### src/rtl/bram_sdp_arbiter_if.sv
// Client and BRAM signal bundle for bram_sdp_arbiter.
// slave  : the arbiter (receives client requests, drives BRAM pins).
// master : the surrounding environment (clients plus the BRAM itself).
interface bram_sdp_arbiter_if #(
    parameter int AW = 10,
    parameter int DW = 16
);
    // write clients
    logic          wr_req0, wr_req1;
    logic [AW-1:0] wr_addr0, wr_addr1;
    logic [DW-1:0] wr_data0, wr_data1;
    logic          wr_gnt0, wr_gnt1;
    // read clients
    logic          rd_req0, rd_req1;
    logic [AW-1:0] rd_addr0, rd_addr1;
    logic          rd_gnt0, rd_gnt1;
    logic [DW-1:0] rd_data;
    logic          rd_valid0, rd_valid1;
    // BRAM port A (write) and port B (read)
    logic          ena, wea;
    logic [AW-1:0] addra;
    logic [DW-1:0] dia;
    logic          enb;
    logic [AW-1:0] addrb;
    logic [DW-1:0] dob;

    modport slave (
        input  wr_req0, wr_req1, wr_addr0, wr_addr1, wr_data0, wr_data1,
        input  rd_req0, rd_req1, rd_addr0, rd_addr1, dob,
        output wr_gnt0, wr_gnt1, rd_gnt0, rd_gnt1,
        output rd_data, rd_valid0, rd_valid1,
        output ena, wea, addra, dia, enb, addrb
    );

    modport master (
        output wr_req0, wr_req1, wr_addr0, wr_addr1, wr_data0, wr_data1,
        output rd_req0, rd_req1, rd_addr0, rd_addr1, dob,
        input  wr_gnt0, wr_gnt1, rd_gnt0, rd_gnt1,
        input  rd_data, rd_valid0, rd_valid1,
        input  ena, wea, addra, dia, enb, addrb
    );
endinterface

### src/rtl/bram_sdp_arbiter.sv
// Two-client round-robin arbiter/sequencer for a simple dual-port BRAM.
// Writes go to port A, reads to port B, arbitrated independently.
// Read data returns two cycles after the accept edge, tagged per client.
// Optional macro BRAM_SDP_ARB_FWD_EN: forward same-cycle write data to a
// colliding read; without it collisions are read-first (old data).
module bram_sdp_arbiter #(
    parameter int AW = 10,
    parameter int DW = 16
) (
    input  logic clk,
    input  logic rst_n,
    bram_sdp_arbiter_if.slave bus
);

    // Pointers hold the last granted client; reset to 1 so client 0 wins first.
    logic          wr_ptr_q, wr_ptr_d;
    logic          rd_ptr_q, rd_ptr_d;
    logic [1:0]    wr_gnt, rd_gnt;
    logic          wr_acc, rd_acc;
    logic          wr_sel, rd_sel;

    // Port A stage registers (drive the BRAM pins directly)
    logic          ena_q;
    logic [AW-1:0] addra_q;
    logic [DW-1:0] dia_q;

    // Port B stage registers plus the tag/valid pipeline.
    // Index 0 = cycle the BRAM is enabled, index 1 = cycle dob is valid.
    logic          enb_q;
    logic [AW-1:0] addrb_q;
    logic [1:0]    vld_pipe_q;
    logic [1:0]    tag_pipe_q;

    // Grants: lone requester wins, otherwise the client not in the pointer.
    always_comb begin
        wr_gnt = '0;
        rd_gnt = '0;
        if (rst_n) begin
            wr_gnt[0] = bus.wr_req0 & (~bus.wr_req1 |  wr_ptr_q);
            wr_gnt[1] = bus.wr_req1 & (~bus.wr_req0 | ~wr_ptr_q);
            rd_gnt[0] = bus.rd_req0 & (~bus.rd_req1 |  rd_ptr_q);
            rd_gnt[1] = bus.rd_req1 & (~bus.rd_req0 | ~rd_ptr_q);
        end
        wr_acc   = |wr_gnt;
        rd_acc   = |rd_gnt;
        wr_sel   = wr_gnt[1];
        rd_sel   = rd_gnt[1];
        wr_ptr_d = wr_acc ? wr_sel : wr_ptr_q;
        rd_ptr_d = rd_acc ? rd_sel : rd_ptr_q;
    end

    assign bus.wr_gnt0 = wr_gnt[0];
    assign bus.wr_gnt1 = wr_gnt[1];
    assign bus.rd_gnt0 = rd_gnt[0];
    assign bus.rd_gnt1 = rd_gnt[1];

    // Round-robin pointers advance on every accepted transfer.
    always_ff @(posedge clk or negedge rst_n) begin
        if (!rst_n) begin
            wr_ptr_q <= 1'b1;
            rd_ptr_q <= 1'b1;
        end else begin
            wr_ptr_q <= wr_ptr_d;
            rd_ptr_q <= rd_ptr_d;
        end
    end

    // Write stage: register the winner; address/data hold when idle.
    always_ff @(posedge clk or negedge rst_n) begin
        if (!rst_n) begin
            ena_q   <= 1'b0;
            addra_q <= '0;
            dia_q   <= '0;
        end else begin
            ena_q <= wr_acc;
            if (wr_acc) begin
                addra_q <= wr_sel ? bus.wr_addr1 : bus.wr_addr0;
                dia_q   <= wr_sel ? bus.wr_data1 : bus.wr_data0;
            end
        end
    end

    // Read stage: register the winner and shift its tag down the pipeline.
    always_ff @(posedge clk or negedge rst_n) begin
        if (!rst_n) begin
            enb_q      <= 1'b0;
            addrb_q    <= '0;
            vld_pipe_q <= '0;
            tag_pipe_q <= '0;
        end else begin
            enb_q      <= rd_acc;
            if (rd_acc) addrb_q <= rd_sel ? bus.rd_addr1 : bus.rd_addr0;
            vld_pipe_q <= {vld_pipe_q[0], rd_acc};
            tag_pipe_q <= {tag_pipe_q[0], rd_sel};
        end
    end

    assign bus.ena       = ena_q;
    assign bus.wea       = ena_q;
    assign bus.addra     = addra_q;
    assign bus.dia       = dia_q;
    assign bus.enb       = enb_q;
    assign bus.addrb     = addrb_q;
    assign bus.rd_valid0 = vld_pipe_q[1] & ~tag_pipe_q[1];
    assign bus.rd_valid1 = vld_pipe_q[1] &  tag_pipe_q[1];

`ifdef BRAM_SDP_ARB_FWD_EN
    logic          fwd_hit_q;
    logic [DW-1:0] fwd_data_q;

    // Capture write data when port A and B hit the same address together,
    // so the read returns the new value in place of the read-first dob.
    always_ff @(posedge clk or negedge rst_n) begin
        if (!rst_n) begin
            fwd_hit_q  <= 1'b0;
            fwd_data_q <= '0;
        end else begin
            fwd_hit_q <= ena_q & enb_q & (addra_q == addrb_q);
            if (ena_q & enb_q & (addra_q == addrb_q)) fwd_data_q <= dia_q;
        end
    end

    assign bus.rd_data = fwd_hit_q ? fwd_data_q : bus.dob;
`else
    assign bus.rd_data = bus.dob;
`endif

endmodule

### src/flat_wrapper.sv
// flat-port wrapper written by rule: the top's interface ports become plain ports
module bram_sdp_arbiter_flat 
#(
    parameter int AW = 10,
    parameter int DW = 16
)
  (clk, rst_n, bus_wr_req0, bus_wr_req1, bus_wr_addr0, bus_wr_addr1, bus_wr_data0, bus_wr_data1, bus_rd_req0, bus_rd_req1, bus_rd_addr0, bus_rd_addr1, bus_dob, bus_wr_gnt0, bus_wr_gnt1, bus_rd_gnt0, bus_rd_gnt1, bus_rd_data, bus_rd_valid0, bus_rd_valid1, bus_ena, bus_wea, bus_addra, bus_dia, bus_enb, bus_addrb);
  bram_sdp_arbiter_if #(.AW(AW), .DW(DW)) bus_i ();
  input  logic clk;
  input  logic rst_n;
  input wire logic [$bits(bus_i.wr_req0)-1:0] bus_wr_req0;
  input wire logic [$bits(bus_i.wr_req1)-1:0] bus_wr_req1;
  input wire logic [$bits(bus_i.wr_addr0)-1:0] bus_wr_addr0;
  input wire logic [$bits(bus_i.wr_addr1)-1:0] bus_wr_addr1;
  input wire logic [$bits(bus_i.wr_data0)-1:0] bus_wr_data0;
  input wire logic [$bits(bus_i.wr_data1)-1:0] bus_wr_data1;
  input wire logic [$bits(bus_i.rd_req0)-1:0] bus_rd_req0;
  input wire logic [$bits(bus_i.rd_req1)-1:0] bus_rd_req1;
  input wire logic [$bits(bus_i.rd_addr0)-1:0] bus_rd_addr0;
  input wire logic [$bits(bus_i.rd_addr1)-1:0] bus_rd_addr1;
  input wire logic [$bits(bus_i.dob)-1:0] bus_dob;
  output wire logic [$bits(bus_i.wr_gnt0)-1:0] bus_wr_gnt0;
  output wire logic [$bits(bus_i.wr_gnt1)-1:0] bus_wr_gnt1;
  output wire logic [$bits(bus_i.rd_gnt0)-1:0] bus_rd_gnt0;
  output wire logic [$bits(bus_i.rd_gnt1)-1:0] bus_rd_gnt1;
  output wire logic [$bits(bus_i.rd_data)-1:0] bus_rd_data;
  output wire logic [$bits(bus_i.rd_valid0)-1:0] bus_rd_valid0;
  output wire logic [$bits(bus_i.rd_valid1)-1:0] bus_rd_valid1;
  output wire logic [$bits(bus_i.ena)-1:0] bus_ena;
  output wire logic [$bits(bus_i.wea)-1:0] bus_wea;
  output wire logic [$bits(bus_i.addra)-1:0] bus_addra;
  output wire logic [$bits(bus_i.dia)-1:0] bus_dia;
  output wire logic [$bits(bus_i.enb)-1:0] bus_enb;
  output wire logic [$bits(bus_i.addrb)-1:0] bus_addrb;
  assign bus_i.wr_req0 = bus_wr_req0;
  assign bus_i.wr_req1 = bus_wr_req1;
  assign bus_i.wr_addr0 = bus_wr_addr0;
  assign bus_i.wr_addr1 = bus_wr_addr1;
  assign bus_i.wr_data0 = bus_wr_data0;
  assign bus_i.wr_data1 = bus_wr_data1;
  assign bus_i.rd_req0 = bus_rd_req0;
  assign bus_i.rd_req1 = bus_rd_req1;
  assign bus_i.rd_addr0 = bus_rd_addr0;
  assign bus_i.rd_addr1 = bus_rd_addr1;
  assign bus_i.dob = bus_dob;
  assign bus_wr_gnt0 = bus_i.wr_gnt0;
  assign bus_wr_gnt1 = bus_i.wr_gnt1;
  assign bus_rd_gnt0 = bus_i.rd_gnt0;
  assign bus_rd_gnt1 = bus_i.rd_gnt1;
  assign bus_rd_data = bus_i.rd_data;
  assign bus_rd_valid0 = bus_i.rd_valid0;
  assign bus_rd_valid1 = bus_i.rd_valid1;
  assign bus_ena = bus_i.ena;
  assign bus_wea = bus_i.wea;
  assign bus_addra = bus_i.addra;
  assign bus_dia = bus_i.dia;
  assign bus_enb = bus_i.enb;
  assign bus_addrb = bus_i.addrb;
  bram_sdp_arbiter #(.AW(AW), .DW(DW)) u_core (.clk(clk), .rst_n(rst_n), .bus(bus_i));
endmodule
### config.mk
export PLATFORM = sky130hd
export DESIGN_NAME = bram_sdp_arbiter_flat
export DESIGN_NICKNAME = d
export VERILOG_FILES = /design/src/rtl/bram_sdp_arbiter_if.sv /design/src/rtl/bram_sdp_arbiter.sv /design/src/flat_wrapper.sv
export SDC_FILE = /design/constraint.sdc
export NUM_CORES = 1
export LEC_CHECK = 0
export BUFFER_PORTS_ARGS = -buffer_cell sky130_fd_sc_hd__buf_2
export CAP_MARGIN = 0
export CORE_MARGIN = 1
export CORE_UTILIZATION = 42
export CTS_BUF_LIST = sky130_fd_sc_hd__clkbuf_4
export CTS_CLUSTER_SIZE = 24
export DETAILED_ROUTE_END_ITERATION = 6
export HOLD_SLACK_MARGIN = 0.15
export PLACE_DENSITY = 0.82
export RECOVER_POWER = 100
export REMOVE_ABC_BUFFERS = 1
export SLEW_MARGIN = 20
export SYNTH_ARGS = -nofsm -noshare
export SYNTH_HDL_FRONTEND = slang
export SYNTH_SLANG_ARGS = --single-unit
export TNS_END_PERCENT = 100
### constraint.sdc
create_clock -name clk -period 1.7 [get_ports clk]
set_input_delay 0.34 -clock clk [delete_from_list [all_inputs] [get_ports clk]]
set_output_delay 0.34 -clock clk [all_outputs]
set_load 0.05 [all_outputs]
# Word-level counts from Yosys, hierarchy flattened
# Index checks and enable logic that the tools add are counted.
# totals
register_bits,44
in_bits,94
out_inout_bits,61
word_cells,33
# op_classes
muxes,5
bitwise_logic,17
n_reduce_logical,2
# op_table
cell,n
10-bit two-way mux,2
16-bit two-way mux,1
1-bit NOT,7
1-bit bitwise AND,6
2-bit two-way mux,2
1-bit OR,4
2-bit OR reduction,2

# Longest topological paths before layout
# Gate-level depths: netlist (run 1).
# depth
ltp_word,5
depth_mapped,5

# Least setup slack after synthesis (run 1)
# OpenSTA, ideal clock, no wires.
# synth_timing
kind,register to output
from,reg u_core.wr_ptr_q
to,out bus_wr_gnt1
t_arrival_ns,1.444
required_ns,1.360
slack_ns,-0.084
path_stages_with_launch,5
path_buffers,2
path_cell_list,dfstp_2 -> and2_1 -> buf_2 -> clkbuf_2 -> nor2_1
# synth_via
elab_chain_len,4
# synth_rtl
item,line,text
from (decl),bram_sdp_arbiter.sv:16,"logic wr_ptr_q, wr_ptr_d;"
from (signal assigned),bram_sdp_arbiter.sv:63,wr_ptr_q <= wr_ptr_d;
1-bit NOT,bram_sdp_arbiter.sv:40,wr_gnt[1] = bus.wr_req1 & (~bus.wr_req0 | ~wr_ptr_q);
1-bit OR,bram_sdp_arbiter.sv:40,
1-bit bitwise AND,bram_sdp_arbiter.sv:40,
2-bit two-way mux,bram_sdp_arbiter.sv:38,if (rst_n) begin
to (decl),flat_wrapper.sv:23,output wire logic [$bits(bus_i.wr_gnt1)-1:0] bus_wr_gnt1;
# Every way passes these cells.

# Final worst setup path (run 1)
# layout_timing
from,reg u_core.wr_ptr_q
to,out bus_wr_gnt0
# layout_via
elab_chain_len,3
# layout_rtl
item,line,text
1-bit OR,bram_sdp_arbiter.sv:39,wr_gnt[0] = bus.wr_req0 & (~bus.wr_req1 | wr_ptr_q);
1-bit bitwise AND,bram_sdp_arbiter.sv:39,
2-bit two-way mux,bram_sdp_arbiter.sv:38,
to (decl),flat_wrapper.sv:22,output wire logic [$bits(bus_i.wr_gnt0)-1:0] bus_wr_gnt0;
# Every way passes these cells.

==> impl_metrics.json, run 1 <==
{
  "vdd_drop_max_mv": 0.453,
  "dp_hpwl_um": 4530,
  "cp.required_ns": 1.36,
  "min_period_over_period": 0.973,
  "setup_violations": 0,
  "path_buf_inv": 2,
  "power.leakage_nw": 1.25,
  "netlist_instances": 249,
  "cts.clk_slew.worst_paths_ns": 0.14,
  "die_y_um": 73.8,
  "synth_cell_types": 19,
  "worstPathMaxFanout": 5,
  "yosys_warnings": 0,
  "setup_ws_ns": 0.0462,
  "synthSimpleGateAreaFrac": 0.182,
  "powerDensity_nw_per_um2": 1050,
  "wl_per_cell_um": 14.7,
  "cts_tree": "yes",
  "cp-start-kind": "register",
  "cts_sinks": 43,
  "synth_top_family_by_area": "compound AO/OA/AOI/OAI gates",
  "syn_to_final_growth_pct": 30.6,
  "drt_pass1_iterations": 4,
  "cts.htree.levels": 2,
  "synth_xor_area_frac": 0,
  "grt_first_pass_wirelength_um": 9370,
  "cts.path.max_buffers": 2,
  "finClkSkew_ns": 0.0142,
  "grt.total_usage": 0.226,
  "slew_violations": 0,
  "clock_latency_ns": 0.35,
  "drive_gt1_frac": 0.325,
  "path_cells": "inv_1 > a21oi_2 > buf_6",
  "grt_pass1_vias": 2088,
  "rows": 25,
  "die_w_um": 73.8,
  "gp_congestion": 0.766,
  "critPathMaxStageDelay_ns": 0.60,
  "slowest_stage": "dfstp_2",
  "avgSynthCellArea_um2": 8.68,
  "synth-compound-area-share": 0.204,
  "drc_errors": 0,
  "p_total_w": 0.00297,
  "port_buffers": 122,
  "synthAdderAreaFrac": 0,
  "io_pins": 155,
  "cp-end-kind": "output port",
  "drtIter0Drc": 155,
  "slew_headroom": 0.494,
  "clock.fmax_mhz": 605,
  "grt_max_degree": 35,
  "syn_area_um2": 2160,
  "yosysSeqAreaShare": 0.499,
  "cts-buffers-inserted": 5,
  "cts_root_buffer": "clkbuf_4",
  "fin_crit_ns": 1.65,
  "initial_core_util": 0.446,
  "antenna_found_initial": 0,
  "drt-total-wl_um": 6250,
  "arrival_ns": 1.31,
  "hold_class": "in2reg",
  "insertedDiodeCount": 0,
  "cap_violations": 0,
  "ant_nets": 0,
  "ys_seq_elements": 43,
  "tightest_slew_ns": 0.759,
  "critPathKind": "reg2out",
  "die_area_um2": 5440,
  "num-nets-final": 450,
  "place_ws_ns": 0.127,
  "core_um2": 4850,
  "status": "completed",
  "final-hold-violation-count": 0,
  "crit_family": "flip-flops",
  "vias": 2283,
  "grt_overflow": 0,
  "viasPerCell": 5.38,
  "synthMuxAreaShare": 0
}
path summary, 6_finish.rpt:
kind	slack, ns	start	end	cells past startpoint
max	0.05	u_core.wr_ptr_q	bus_wr_gnt0	3
min	0.23	bus_wr_data1[8]	u_core.bus.dia[8]	3
max reg2reg	0.26	u_core.wr_ptr_q	u_core.bus.addra[1]	4
min reg2reg	0.38	u_core.tag_pipe_q[0]	u_core.tag_pipe_q[1]	0
max in group asynchronous	0.76	rst_n	u_core.bus.dia[11]	3
min in group asynchronous	0.32	rst_n	u_core.bus.addrb[5]	2
logic make-up after synthesis:
| family | after synthesis |
|---|---|
| and+or+nand+nor | 88 |
| DFF | 43 |
| AOI/OAI and AO/OA | 78 |
| buffers and inverters | 40 |
synth_stat cells:
master | instances | area [µm²]
and2_1 | 5 | 31.3
clkbuf_1 | 6 | 22.5
dfstp_2 | 2 | 52.6
clkbuf_2 | 1 | 5.00
dfrtp_1 | 41 | 1030
o21a_1 | 2 | 15.0
nor2_1 | 38 | 143
o21ai_0 | 27 | 135
nor2b_1 | 1 | 6.26
buf_4 | 19 | 143
nand3_1 | 36 | 180
a21oi_1 | 2 | 10.0
a31oi_1 | 36 | 225
inv_1 | 2 | 7.51
nand2_1 | 7 | 26.3
buf_2 | 10 | 50.1
buf_6 | 2 | 22.5
nand2_2 | 1 | 6.26
o21ai_1 | 11 | 55.1
report_power, final:
part	internal [W]	total, W	switching, W	leakage, nW
logic	0.000278	0.00109	0.000813	0.721
registers	0.00117	0.00125	0.0000797	0.487
clock network	0.000303	0.000634	0.000331	0.0426
sequential cells by signal, indices dropped and copies added, names as in the netlist:
signal	flops
u_core.bus.addrb	10
u_core.tag_pipe_q	2
u_core.bus.ena	1
u_core.vld_pipe_q	2
u_core.wr_ptr_q	1
u_core.rd_ptr_q	1
u_core.bus.addra	10
u_core.bus.dia	16
cells in the final DEF, fill, tap and decap left out, types with 2 or more instances in the layout:
cell type      count
buf_2             77
dfrtp_1           41
nor2_1            37
nand3_1           36
o21ai_0           36
a31oi_1           36
clkbuf_1          35
clkbuf_2          10
nand2_1            7
buf_4              7
clkbuf_4           5
buf_6              4
and2_1             3
inv_1              2
a21oi_2            2
and2_4             2
o21ai_1            2
dlygate4sd3_1      2
buf_12             2
dfstp_2            2
worst min-delay path, delay by kind of cell:
kind	cells	cell delay, ns
AOI/OAI and AO/OA	1	0.07
buffers and inverters	1	0.09
and+or+nand+nor	1	0.05
timing repair:
item / in CTS / in global routing
hold buffers: 2 / 0
setup buffers: 0 / 0
hold endpoints to repair: 7 / 0
resized for setup: 6 / 7
endpoints found under the setup margin: 4 / 4
pin swaps: 0 / 0
area by class of cell:
class                           instances  area (µm²)
Sequential cell                        43        1080
Clock buffer                            5        37.5
Timing Repair Buffer                  138         728
Inverter                                2        7.51
Tap cell                               67        83.8
Clock inverter                          3        38.8
Multi-Input combinational cell        166         850
Fill cell                             476        2020
per-stage QoR:
stage / area [µm²] / hold WS, ns / cells / utilization / TNS (ns)
after CTS: 2860 / 0.166 / 424 / 0.589 / 0
after floorplan: 1920 / 0.0444 / 211 / - / -0.0525
after detailed placement: 2750 / 0.259 / 414 / 0.566 / 0
after global routing: 2820 / 0.225 / 424 / 0.582 / -0.000913
after global placement: 2750 / 0.253 / 414 / 0.566 / 0
final: 2820 / 0.228 / 424 / 0.582 / 0
routing by layer:
| metal | track usage | routed length (µm) | share of wire |
|---|---|---|---|
| met2 | 0.356 | 2940 | 0.47 |
| met4 | 0.0876 | 74 | 0.012 |
| met1 | 0.277 | 2560 | 0.41 |
| met5 | 0.0808 | 53 | 0.0085 |
| met3 | 0.0809 | 623 | 0.10 |
No activity file was read; power rests on OpenSTA's default activity.
==> run 2: changes to the inputs <==
--- a/config.mk
+++ b/config.mk
@@ -7,13 +7,15 @@
 export LEC_CHECK = 0
 export BUFFER_PORTS_ARGS = -buffer_cell sky130_fd_sc_hd__buf_2
 export CAP_MARGIN = 0
+export CELL_PAD_IN_SITES_DETAIL_PLACEMENT = 1
+export CELL_PAD_IN_SITES_GLOBAL_PLACEMENT = 2
 export CORE_MARGIN = 1
-export CORE_UTILIZATION = 42
+export CORE_UTILIZATION = 22
 export CTS_BUF_LIST = sky130_fd_sc_hd__clkbuf_4
 export CTS_CLUSTER_SIZE = 24
 export DETAILED_ROUTE_END_ITERATION = 6
 export HOLD_SLACK_MARGIN = 0.15
-export PLACE_DENSITY = 0.82
+export PLACE_DENSITY_LB_ADDON = 0.1
 export RECOVER_POWER = 100
 export REMOVE_ABC_BUFFERS = 1
 export SLEW_MARGIN = 20
==> run 2 against run 1 <==
Sequential share of layout area decreased by 2.1 points. Core utilization decreased by 26 points. Maximum frequency increased by 1.2%. Routed wire length increased by 28%. Critical path depth unchanged. Critical endpoint is now bus_rd_gnt0.
==> impl_metrics.json, run 2 (synthesized netlist as in run 1, its figures left out) <==
{
  "cp-end-kind": "output port",
  "p_total_w": 0.00306,
  "vias": 2258,
  "multi_input_area_um2": 850,
  "nFillCells": 1202,
  "final-hold-violation-count": 0,
  "crit_family": "flip-flops",
  "vdd_drop_max_mv": 0.309,
  "rows": 35,
  "cts_tree": "yes",
  "register_area_um2": 1080,
  "grt_max_degree": 36,
  "slew_headroom": 0.629,
  "cts_sinks": 43,
  "num-nets-final": 455,
  "initial_core_util": 0.231,
  "grt_pass1_vias": 2386,
  "cts_root_buffer": "clkbuf_4",
  "cts.htree.levels": 2,
  "place_ws_ns": 0.141,
  "port_buffers": 122,
  "arrival_ns": 1.29,
  "viasPerCell": 4.60,
  "grt_overflow": 0,
  "drive_gt1_frac": 0.417,
  "largest_reg_flops": 16,
  "cts.clk_slew.worst_paths_ns": 0.14,
  "powerDensity_nw_per_um2": 1020,
  "cts-buffers-inserted": 5,
  "path_cells": "inv_1 > a21oi_2 > buf_6",
  "stdcell_area_um2": 2990,
  "setup_ws_ns": 0.0658,
  "die_area_um2": 10200,
  "path_buf_inv": 2,
  "ant_nets": 0,
  "drtIter0Drc": 87,
  "grt.total_usage": 0.161,
  "grt_first_pass_wirelength_um": 12500,
  "cp-start-kind": "register",
  "slew_violations": 0,
  "core_um2": 9370,
  "final_common_cell": "buf_2",
  "status": "completed",
  "dpl_cell_area_um2": 2830,
  "cts.path.max_buffers": 2,
  "finClkSkew_ns": 0.0130,
  "fin_util": 0.319,
  "drc_errors": 0,
  "rsz0062_at_grt": "false",
  "io_pins": 155,
  "die_w_um": 101,
  "worstPathMaxFanout": 5,
  "slowest_stage": "dfstp_2",
  "critPathKind": "reg2out",
  "gp_congestion": 0.745,
  "die_y_um": 101,
  "drt-total-wl_um": 8010,
  "min_period_over_period": 0.961,
  "drt_pass1_iterations": 4,
  "power.leakage_nw": 1.36,
  "hold_class": "in2reg",
  "antenna_found_initial": 0,
  "wl_per_cell_um": 16.3,
  "layout_common_cells": "117 x buf_2, 41 x dfrtp_1, 37 x nor2_1",
  "syn_to_final_growth_pct": 38.1,
  "cap_violations": 0,
  "clock.fmax_mhz": 612,
  "insertedDiodeCount": 0,
  "cp.required_ns": 1.36,
  "critPathMaxStageDelay_ns": 0.58,
  "tightest_slew_ns": 0.557,
  "dp_hpwl_um": 5760,
  "clock_latency_ns": 0.36,
  "setup_violations": 0,
  "fin_crit_ns": 1.63
}
==> run 2: cell count changes in the layout (fill, tap and decap cells not counted), sizes merged <==
| cell | previous run | this run |
|---|---|---|
| dlygate4sd3 | 2 | 5 |
| clkbuf | 50 | 11 |
| buf | 91 | 132 |
==> run 2: area by class of cell <==
class / count / area share
Clock buffer: 5 / 0.0126
Clock inverter: 3 / 0.0130
Inverter: 2 / 0.00251
Multi-Input combinational cell: 166 / 0.284
Sequential cell: 43 / 0.361
Tap cell: 129 / 0.0540
Timing Repair Buffer: 143 / 0.272
==> run 2: power breakdown <==
group | internal, W | switching [W]
Sequential | 0.00117 | 0.0000720
Combinational | 0.000324 | 0.000843
Clock | 0.000303 | 0.000352
Total | 0.00179 | 0.00127
==> run 2: worst paths after layout <==
check                                     startpoint                    to  slack, ns  cells after the start
worst max register to register       u_core.wr_ptr_q     u_core.bus.dia[1]       0.38                      4
worst min-delay path                bus_wr_data1[11]    u_core.bus.dia[11]       0.22                      3
worst min register to register  u_core.tag_pipe_q[0]  u_core.tag_pipe_q[1]       0.37                      0
worst max-delay path                 u_core.rd_ptr_q           bus_rd_gnt0       0.07                      3
max in group asynchronous                      rst_n   u_core.bus.addra[1]       0.55                      3
min in group asynchronous                      rst_n   u_core.bus.addra[8]       0.54                      2
==> run 2: timing repair <==
action | 4_1_cts | 5_1_grt
hold buffers | 5 | 0
hold endpoints to repair | 7 | 0
gates resized for setup | 7 | 5
endpoints found under the setup margin | 4 | 4
buffers inserted | 1 | 0
==> run 2: tightest hold or removal path, cell delays in order <==
cell and delay, ns:
buf_2 0.10, nand3_1 0.05, a31oi_1 0.07
==> run 2: through the flow <==
step                setup TNS (ns)  hold WS (ns)  instances
detailed placement               0         0.181        477
floorplan                  -0.0525        0.0444        211
finish                           0         0.221        491
global route                     0         0.206        491
global placement                 0         0.177        477
CTS                              0         0.187        491
==> run 2: per-layer routing <==
layer  global-route usage  up-vias  wire, µm
met4               0.0435        0        69
met5                    0        -         0
li1                     -     1090         -
met2                0.274       91      3880
met3               0.0524        7       583
met1                0.195     1070      3480
==> run 3: changes to the inputs <==
--- a/config.mk
+++ b/config.mk
@@ -11,7 +11,7 @@
 export CELL_PAD_IN_SITES_GLOBAL_PLACEMENT = 2
 export CORE_MARGIN = 1
 export CORE_UTILIZATION = 22
-export CTS_BUF_LIST = sky130_fd_sc_hd__clkbuf_4
+export CTS_BUF_LIST = sky130_fd_sc_hd__clkbuf_16
 export CTS_CLUSTER_SIZE = 24
 export DETAILED_ROUTE_END_ITERATION = 6
 export HOLD_SLACK_MARGIN = 0.15
==> constraint.sdc (replaced) <==
create_clock -name clk -period 2.04 [get_ports clk]
set_input_delay 0.408 -clock clk [delete_from_list [all_inputs] [get_ports clk]]
set_output_delay 0.408 -clock clk [all_outputs]
set_load 0.05 [all_outputs]
==> run 3 against run 2 <==
Routed wire length decreased by 1.8%. Clock-buffer cell count unchanged. Via count decreased by 2.7%. Critical path depth unchanged. Largest power group unchanged. Die area unchanged. Setup slack improved by 0.18 ns. Sequential power decreased by 16%. Combinational power decreased by 24%.
==> impl_metrics.json, run 3 (synthesized netlist as in run 1, its figures left out) <==
{
  "finClkSkew_ns": 0.00631,
  "rows": 35,
  "final_common_cell": "buf_2",
  "insertedDiodeCount": 0,
  "grt.total_usage": 0.155,
  "cts_tree": "yes",
  "cts_sinks": 43,
  "viasPerCell": 4.56,
  "grt_first_pass_wirelength_um": 12100,
  "port_buffers": 122,
  "drt_pass1_iterations": 4,
  "initial_core_util": 0.231,
  "rsz0062_at_grt": "false",
  "cts.htree.levels": 2,
  "grt_overflow": 0,
  "dp_hpwl_um": 5480,
  "cp-start-kind": "register",
  "slew_headroom": 0.310,
  "powerDensity_nw_per_um2": 976,
  "min_period_over_period": 0.880,
  "layout_common_cells": "76 x buf_2, 43 x clkbuf_1, 41 x dfrtp_1",
  "grt_max_degree": 40,
  "fin_crit_ns": 1.80,
  "tns_ns": 0,
  "hold_class": "reg2reg",
  "grt_pass1_vias": 2329,
  "r2r_slack_ns": 0.36,
  "largest_reg_flops": 16,
  "drive_gt1_frac": 0.280,
  "cts-buffers-inserted": 5,
  "arrival_ns": 1.39,
  "vdd_drop_max_mv": 0.469,
  "nFillCells": 1202,
  "cp-end-kind": "output port",
  "cts_resized": 0,
  "cts_root_buffer": "clkbuf_16",
  "io_pins": 155,
  "gp_congestion": 0.696,
  "wl_per_cell_um": 16.3,
  "die_w_um": 101,
  "die_y_um": 101,
  "fin_util": 0.308,
  "clock.fmax_mhz": 557,
  "clock_latency_ns": 0.28,
  "core_um2": 9370,
  "drc_errors": 0,
  "drtIter0Drc": 29,
  "hold_slack_ns": 0.350,
  "antenna_found_initial": 0,
  "cap_violations": 0,
  "vias": 2196,
  "worstPathMaxFanout": 5,
  "syn_to_final_growth_pct": 33.3,
  "tightest_slew_ns": 1.03,
  "ant_nets": 0,
  "power.leakage_nw": 1.23,
  "status": "completed",
  "slew_violations": 0,
  "die_area_um2": 10200,
  "final-hold-violation-count": 0,
  "setup_violations": 0,
  "num-nets-final": 446,
  "cts.clk_slew.worst_paths_ns": 0.06,
  "cp.required_ns": 1.63,
  "drt-total-wl_um": 7860,
  "postCtsSetupRepairBufs": 0,
  "cts.path.max_buffers": 2,
  "postCtsHoldBufs": 1,
  "critPathKind": "reg2out"
}
==> run 3: changes by cell type in the layout (fill, tap and decap cells not counted), sizes merged <==
| cell | delta |
|---|---|
| buf | -50 |
| dlygate4sd3 | -4 |
| clkbuf | +45 |
==> run 3: final cells by class <==
type / instances / area, µm² / share of cell area
clock buffers: 5 / 125 / 0.0434
well taps: 129 / 161 / 0.0560
inverters: 2 / 7.51 / 0.00260
multi-input cells: 166 / 835 / 0.289
flip-flops and latches: 43 / 1080 / 0.374
clock inverters: 3 / 38.8 / 0.0135
repair buffers: 134 / 637 / 0.221
==> run 3: layer usage <==
layer | part of all wire | wire [µm] | global-route usage
met1 | 0.44 | 3480 | 0.197
met4 | 0.014 | 110 | 0.0368
met3 | 0.078 | 610 | 0.0545
met5 | 0 | 0 | 0
met2 | 0.47 | 3660 | 0.254
==> run 3: where the power goes <==
group	internal, W	leakage [nW]	switching [W]	total [W]
Combinational	0.000201	0.663	0.000687	0.000888
Sequential	0.000971	0.486	0.0000659	0.00104
Clock	0.000571	0.0812	0.000316	0.000887
==> run 3: critical path: stages, from the launching register on <==
cell and delay (ns):
dfstp_1 0.40, and2_1 0.16, nor2_1 0.22, clkbuf_2 0.33
==> run 3: worst paths after layout <==
check                                           from  depth (start not counted)                   end
worst max-delay path                 u_core.rd_ptr_q                          3           bus_rd_gnt1
worst min-delay path            u_core.tag_pipe_q[0]                          0  u_core.tag_pipe_q[1]
worst max register to register       u_core.wr_ptr_q                          4   u_core.bus.addra[8]
worst min register to register  u_core.tag_pipe_q[0]                          0  u_core.tag_pipe_q[1]
max in group asynchronous                      rst_n                          2     u_core.bus.dia[7]
min in group asynchronous                      rst_n                          2       u_core.wr_ptr_q
==> run 3: stage by stage <==
step | cells | cell area [µm²] | total power (W) | setup slack [ns]
global placement | 473 | 2780 | 0.00199 | 0.423
global route | 482 | 2880 | 0.00296 | 0.138
finish | 482 | 2880 | 0.00281 | 0.244
floorplan | 211 | 1920 | 0.00166 | 0.199
detailed placement | 473 | 2780 | 0.00199 | 0.410
CTS | 482 | 2950 | 0.00290 | 0.286
